--- config.mk ---
export PLATFORM = sky130hd
export DESIGN_NAME = ofmap_writeback_controller
export DESIGN_NICKNAME = d
export VERILOG_FILES = /design/src/rtl/ofmap_writeback_controller.sv
export SDC_FILE = /design/constraint.sdc
export NUM_CORES = 1
export LEC_CHECK = 0
export ABC_CLOCK_PERIOD_IN_PS = 29000
export CORE_MARGIN = 3
export CORE_UTILIZATION = 30
export CTS_CLUSTER_DIAMETER = 200
export DETAILED_ROUTE_END_ITERATION = 12
export GPL_ROUTABILITY_DRIVEN = 0
export SLEW_MARGIN = 20
export SYNTH_ARGS = -nofsm -noshare
export SYNTH_HDL_FRONTEND = slang
export SYNTH_SLANG_ARGS = --single-unit
--- constraint.sdc ---
create_clock -name clk -period 29 [get_ports clk]
set_input_delay 5.8 -clock clk [delete_from_list [all_inputs] [get_ports clk]]
set_output_delay 5.8 -clock clk [all_outputs]
set_load 0.02 [all_outputs]
--- src/rtl/ofmap_writeback_controller.sv ---
// Purpose : OFMap SRAM write-address generator with runtime geometry and layout, start/busy/done handshake.
// Latency : zero-cycle fire-to-strobe; address is combinational from latched config and registered counters.
// Backpr. : a word is consumed only when ofmap_valid_in & mem_ready_in in RUN; counters hold otherwise.
//
// Ports:
//   clk, rstn                     clock, asynchronous active-low reset
//   start_in, cfg_*_in            run start pulse and geometry/base/layout, sampled on the start cycle
//   ofmap_valid_in, mem_ready_in  array-side valid, SRAM-side ready
//   ofmap_accept_out              word consumed this cycle (same as ofmap_write_en_out)
//   ofmap_addr_out                SRAM write address
//   ofmap_write_en_out            SRAM write strobe
//   ofmap_write_done_out          one-cycle pulse after the last write of a run
//   busy_out                      high while a run is active or finishing
//   cfg_error_out                 one-cycle pulse after a start with zero W, H or G
module ofmap_writeback_controller #(
  parameter int MAC_COL        = 16,
  parameter int OFMAP_ADDR_BIT = 10,
  parameter int DIM_BIT        = 8,
  parameter int CHG_BIT        = 4
) (
  input  logic                      clk,
  input  logic                      rstn,
  input  logic                      start_in,
  input  logic [DIM_BIT-1:0]        cfg_width_in,
  input  logic [DIM_BIT-1:0]        cfg_height_in,
  input  logic [CHG_BIT-1:0]        cfg_ch_groups_in,
  input  logic [OFMAP_ADDR_BIT-1:0] cfg_base_addr_in,
  input  logic                      cfg_layout_in,
  input  logic                      ofmap_valid_in,
  input  logic                      mem_ready_in,
  output logic                      ofmap_accept_out,
  output logic [OFMAP_ADDR_BIT-1:0] ofmap_addr_out,
  output logic                      ofmap_write_en_out,
  output logic                      ofmap_write_done_out,
  output logic                      busy_out,
  output logic                      cfg_error_out
);

  localparam logic [1:0] S_IDLE = 2'd0;
  localparam logic [1:0] S_RUN  = 2'd1;
  localparam logic [1:0] S_DONE = 2'd2;

  // Wide enough for the full-precision index G*H*W plus the base address.
  localparam int PW = 2 * DIM_BIT + CHG_BIT + OFMAP_ADDR_BIT;

  localparam logic [DIM_BIT-1:0] DIM_ONE = 1;
  localparam logic [CHG_BIT-1:0] CHG_ONE = 1;

  logic [1:0]                state_q, state_d;
  logic [DIM_BIT-1:0]        w_q, w_d, h_q, h_d;
  logic [CHG_BIT-1:0]        g_q, g_d;
  logic [DIM_BIT-1:0]        cfg_w_q, cfg_w_d, cfg_h_q, cfg_h_d;
  logic [CHG_BIT-1:0]        cfg_g_q, cfg_g_d;
  logic [OFMAP_ADDR_BIT-1:0] cfg_base_q, cfg_base_d;
  logic                      cfg_layout_q, cfg_layout_d;
  logic                      cfg_err_q, cfg_err_d;

  logic fire;
  logic cfg_zero;
  logic w_last, h_last, g_last;

  assign fire     = (state_q == S_RUN) & ofmap_valid_in & mem_ready_in;
  assign cfg_zero = (cfg_width_in == '0) | (cfg_height_in == '0) | (cfg_ch_groups_in == '0);
  assign w_last   = (w_q == cfg_w_q - DIM_ONE);
  assign h_last   = (h_q == cfg_h_q - DIM_ONE);
  assign g_last   = (g_q == cfg_g_q - CHG_ONE);

  always_comb begin
    state_d      = state_q;
    w_d          = w_q;
    h_d          = h_q;
    g_d          = g_q;
    cfg_w_d      = cfg_w_q;
    cfg_h_d      = cfg_h_q;
    cfg_g_d      = cfg_g_q;
    cfg_base_d   = cfg_base_q;
    cfg_layout_d = cfg_layout_q;
    cfg_err_d    = 1'b0;
    case (state_q)
      S_IDLE: begin
        if (start_in) begin
          if (cfg_zero) begin
            cfg_err_d = 1'b1;
          end else begin
            state_d      = S_RUN;
            cfg_w_d      = cfg_width_in;
            cfg_h_d      = cfg_height_in;
            cfg_g_d      = cfg_ch_groups_in;
            cfg_base_d   = cfg_base_addr_in;
            cfg_layout_d = cfg_layout_in;
            w_d          = '0;
            h_d          = '0;
            g_d          = '0;
          end
        end
      end
      S_RUN: begin
        if (fire) begin
          // Width is the fastest-moving coordinate, then height, then channel group.
          if (w_last) begin
            w_d = '0;
            if (h_last) begin
              h_d = '0;
              if (g_last) begin
                g_d     = '0;
                state_d = S_DONE;
              end else begin
                g_d = g_q + CHG_ONE;
              end
            end else begin
              h_d = h_q + DIM_ONE;
            end
          end else begin
            w_d = w_q + DIM_ONE;
          end
        end
      end
      S_DONE:  state_d = S_IDLE;
      default: state_d = S_IDLE;
    endcase
  end

  always_ff @(posedge clk or negedge rstn) begin
    if (!rstn) begin
      state_q      <= S_IDLE;
      w_q          <= '0;
      h_q          <= '0;
      g_q          <= '0;
      cfg_w_q      <= '0;
      cfg_h_q      <= '0;
      cfg_g_q      <= '0;
      cfg_base_q   <= '0;
      cfg_layout_q <= 1'b0;
      cfg_err_q    <= 1'b0;
    end else begin
      state_q      <= state_d;
      w_q          <= w_d;
      h_q          <= h_d;
      g_q          <= g_d;
      cfg_w_q      <= cfg_w_d;
      cfg_h_q      <= cfg_h_d;
      cfg_g_q      <= cfg_g_d;
      cfg_base_q   <= cfg_base_d;
      cfg_layout_q <= cfg_layout_d;
      cfg_err_q    <= cfg_err_d;
    end
  end

  // Address: full-precision products, summed, then truncated so it wraps modulo 2^OFMAP_ADDR_BIT.
  logic [PW-1:0] w_x, h_x, g_x, cw_x, ch_x, cg_x, base_x, idx_x;

  assign w_x    = PW'(w_q);
  assign h_x    = PW'(h_q);
  assign g_x    = PW'(g_q);
  assign cw_x   = PW'(cfg_w_q);
  assign ch_x   = PW'(cfg_h_q);
  assign cg_x   = PW'(cfg_g_q);
  assign base_x = PW'(cfg_base_q);

  always_comb begin
    if (cfg_layout_q) begin
      idx_x = g_x * ch_x * cw_x + h_x * cw_x + w_x;   // planar: G slowest
    end else begin
      idx_x = (h_x * cw_x + w_x) * cg_x + g_x;        // interleaved: G fastest
    end
  end

  assign ofmap_addr_out       = OFMAP_ADDR_BIT'(base_x + idx_x);
  assign ofmap_write_en_out   = fire;
  assign ofmap_accept_out     = fire;
  assign ofmap_write_done_out = (state_q == S_DONE);
  assign busy_out             = (state_q == S_RUN) | (state_q == S_DONE);
  assign cfg_error_out        = cfg_err_q;

endmodule

==> results.py <==
metrics = {
    "routing": {
        "drc": 0,
        "drt_pre_antenna_iters": 5,
        "num_vias": 6542,
        "drtIter0Drc": 292,
        "antenna_left": 0,
        "routed_wl_mm": 20.6,
        "viasPerCell": 4.67,
        "drt-wirelength-per-cell_um": 14.7,
    },
    "clock_tree": {
        "cts-buffers-inserted": 5,
        "cts_max_level": 2,
        "post-cts-setup-buffers": 0,
        "cts_max_path_buffers": 2,
        "path_clk_slew_ps": 70,
        "post_cts_resized": 0,
        "root_buffer": "clkbuf_16",
        "cts.sinks": 54,
        "clkLatencyLatePin_ps": 310,
        "cts_tree": "done",
        "ctsHoldBuffers": 0,
    },
    "timing": {
        "grt_setup_unrepaired": "false",
        "slew_headroom_pct": 36.8,
        "tns_ps": 0,
        "fmax_ghz": 0.0643,
        "fin_crit_ps": 15560,
        "drv_slew": 0,
        "worst-slew-pin-transition_ps": 939,
        "skew_ps": 12.9,
        "fin_crit_sh_pct": 53.6,
        "setup_violations": 0,
        "fin_worst_hold_slack_ps": 521,
        "finalHoldViolations": 0,
    },
    "critical_path": {
        "path_max_fanout": 20,
        "r2r_slack_ps": 25590,
        "r2r_end": "g_q[1]",
        "cp.required_ps": 23200,
        "path_common_cell": "fa_1",
        "crit_path_max_incr_delay_ps": 680,
        "reg2reg_depth": 11,
        "start_kind": "register",
        "r2r_start": "cfg_h_q[0]",
        "arrival_ps": 9760,
        "end_kind": "output port",
        "critical_path.slowest_cell": "a311oi_1",
        "crit_type": "register to output port",
    },
    "min_path": {
        "holdPathStages": 1,
        "hp-class": "register to register",
        "min_to": "cfg_base_q[4]",
        "hold_path_startpoint": "cfg_base_q[4]",
    },
    "outcome": {
        "outcome": "completed",
    },
    "synth": {
        "synth_compound_area_share_pct": 8.14,
        "synthTopCellsByCount": "inv_1 (150), nand2_1 (105), ha_1 (100)",
        "yosys_warnings": 0,
        "synth_top_family_by_area": "adder cells",
        "yosys.area.top_type": "fa_1",
        "synth.area.mux_share_pct": 4.79,
        "synthArstFlopShare_pct": 100,
        "synthCells": 997,
        "synth-adder-area-share_pct": 34.3,
        "avgSynthCellArea_um2": 8.88,
        "synth_cell_types": 60,
        "synth_edf_count": 0,
        "syn_area_mm2": 0.00885,
        "synth.area.top_cells": "fa_1 (20%), dfrtp_1 (15%), ha_1 (14%), xnor2_1 (7.8%), inv_1 (6.4%)",
        "synth_xor_area_share_pct": 10.7,
        "yosys.area_share.simple_pct": 18.1,
        "synth_seq_cells": 54,
        "synth_flop_cell": "dfrtp_1",
        "netlist.area_leader.share_pct": 20.1,
        "syn_nets": 1222,
        "yosysMostFrequentCell": "inv_1",
        "ys_seq_area_share_pct": 15.3,
    },
    "floorplanning": {
        "die-area_mm2": 0.0316,
        "top_level_ports": 51,
        "die-width_um": 178,
        "row_count": 62,
        "fp.coreArea_mm2": 0.0289,
        "die_h_um": 178,
        "start_util_pct": 30.7,
    },
    "job": {
        "maxCapViolations": 0,
    },
    "layout": {
        "fin_util_pct": 34.0,
        "nNetsFinal": 1240,
        "fill_cells": 3027,
        "area_delta_synth_final_pct": 10.9,
        "diodes": 0,
        "drive_gt1_share_pct": 5.91,
    },
    "global_route": {
        "grt_usage_pct": 13.5,
        "grt_max_degree": 55,
        "grt_overflow": 0,
        "antenna_found_initial": 0,
        "grt_pass1_vias": 6760,
        "grt_pass1_wl_mm": 34.5,
    },
    "placement": {
        "hpwl_mm": 16.8,
        "buffer_ports.inserted": 50,
    },
}
## worst max path at each step
stage               startpoint                end
detailed placement  cfg_w_q[3]  ofmap_addr_out[9]
CTS                 cfg_w_q[3]  ofmap_addr_out[9]
global placement    cfg_w_q[2]  ofmap_addr_out[9]
global route        cfg_w_q[3]  ofmap_addr_out[9]
floorplan           cfg_w_q[3]  ofmap_addr_out[9]
finish              cfg_w_q[3]  ofmap_addr_out[9]
## critical path, delay by kind of cell (launching register included)
family / cells / cell delay, ps
DFF: 1 / 620
adders and majority gates: 11 / 4960
buffers and inverters: 6 / 850
xor gates and xnor gates: 4 / 830
AOI/OAI and AO/OA: 4 / 1070
and+or+nand+nor: 3 / 800
muxes: 1 / 310
## cell type report
type	count	area, um^2	area share [%]
multi-input combinational	748	6730	68.5
tap	384	480	4.90
timing repair buffer	56	541	5.51
clock inverter	2	12.5	0.128
inverter	150	563	5.74
sequential	54	1350	13.8
clock buffer	6	139	1.42
## routing by layer
metal | share of wire (%) | vias up | wire, um | track usage, %
li1 | - | 3229 | - | -
met1 | 48 | 3176 | 9900 | 18.9
met2 | 47 | 114 | 9570 | 22.4
met3 | 3.0 | 23 | 608 | 0.770
met4 | 2.4 | 0 | 484 | 3.99
met5 | 0 | - | 0 | 0
## metrics by stage
| step | setup slack, ps | instance area [um^2] | std cells |
|---|---|---|---|
| after floorplan | 14790 | 8850 | 997 |
| after global placement | 13770 | 9660 | 1392 |
| after detailed placement | 13670 | 9660 | 1392 |
| after CTS | 13330 | 9810 | 1400 |
| after global routing | 12970 | 9810 | 1400 |
| final | 13440 | 9810 | 1400 |
## registers in the layout, summed over array words and instances (netlist names), 2 cells and up
signal      cells
cfg_w_q         8
g_q             4
h_q             8
cfg_base_q     10
cfg_g_q         4
w_q             8
cfg_h_q         8
state_q         2
## cell families (layout without fill, tap and decap cells)
family                   after synthesis  after routing
AND/OR/NAND/NOR                      303            303
buffers and inverters                195            214
adder cells (fa/ha/maj)              189            189
AO/OA/AOI/OAI                        116            116
XOR/XNOR                             102            102
flip-flops                            54             54
multiplexers                          38             38
## cell usage in the layout, fill, tap and decap left out, types with 10 or more instances in the layout
| master | instances |
|---|---|
| xnor2_1 | 79 |
| dfrtp_1 | 54 |
| xor2_1 | 19 |
| nor2b_1 | 12 |
| mux2_2 | 35 |
| nand3_1 | 11 |
| nor3_1 | 13 |
| nor2_1 | 32 |
| and2_1 | 69 |
| nand2_1 | 105 |
| ha_1 | 100 |
| nand2b_1 | 14 |
| a21oi_1 | 34 |
| clkdlybuf4s50_1 | 49 |
| o21ai_0 | 34 |
| fa_1 | 89 |
| nor4_1 | 10 |
| inv_1 | 150 |
Power is not shown: default switching activity piles up to over one toggle a cycle in this logic, so the estimate is an artifact.
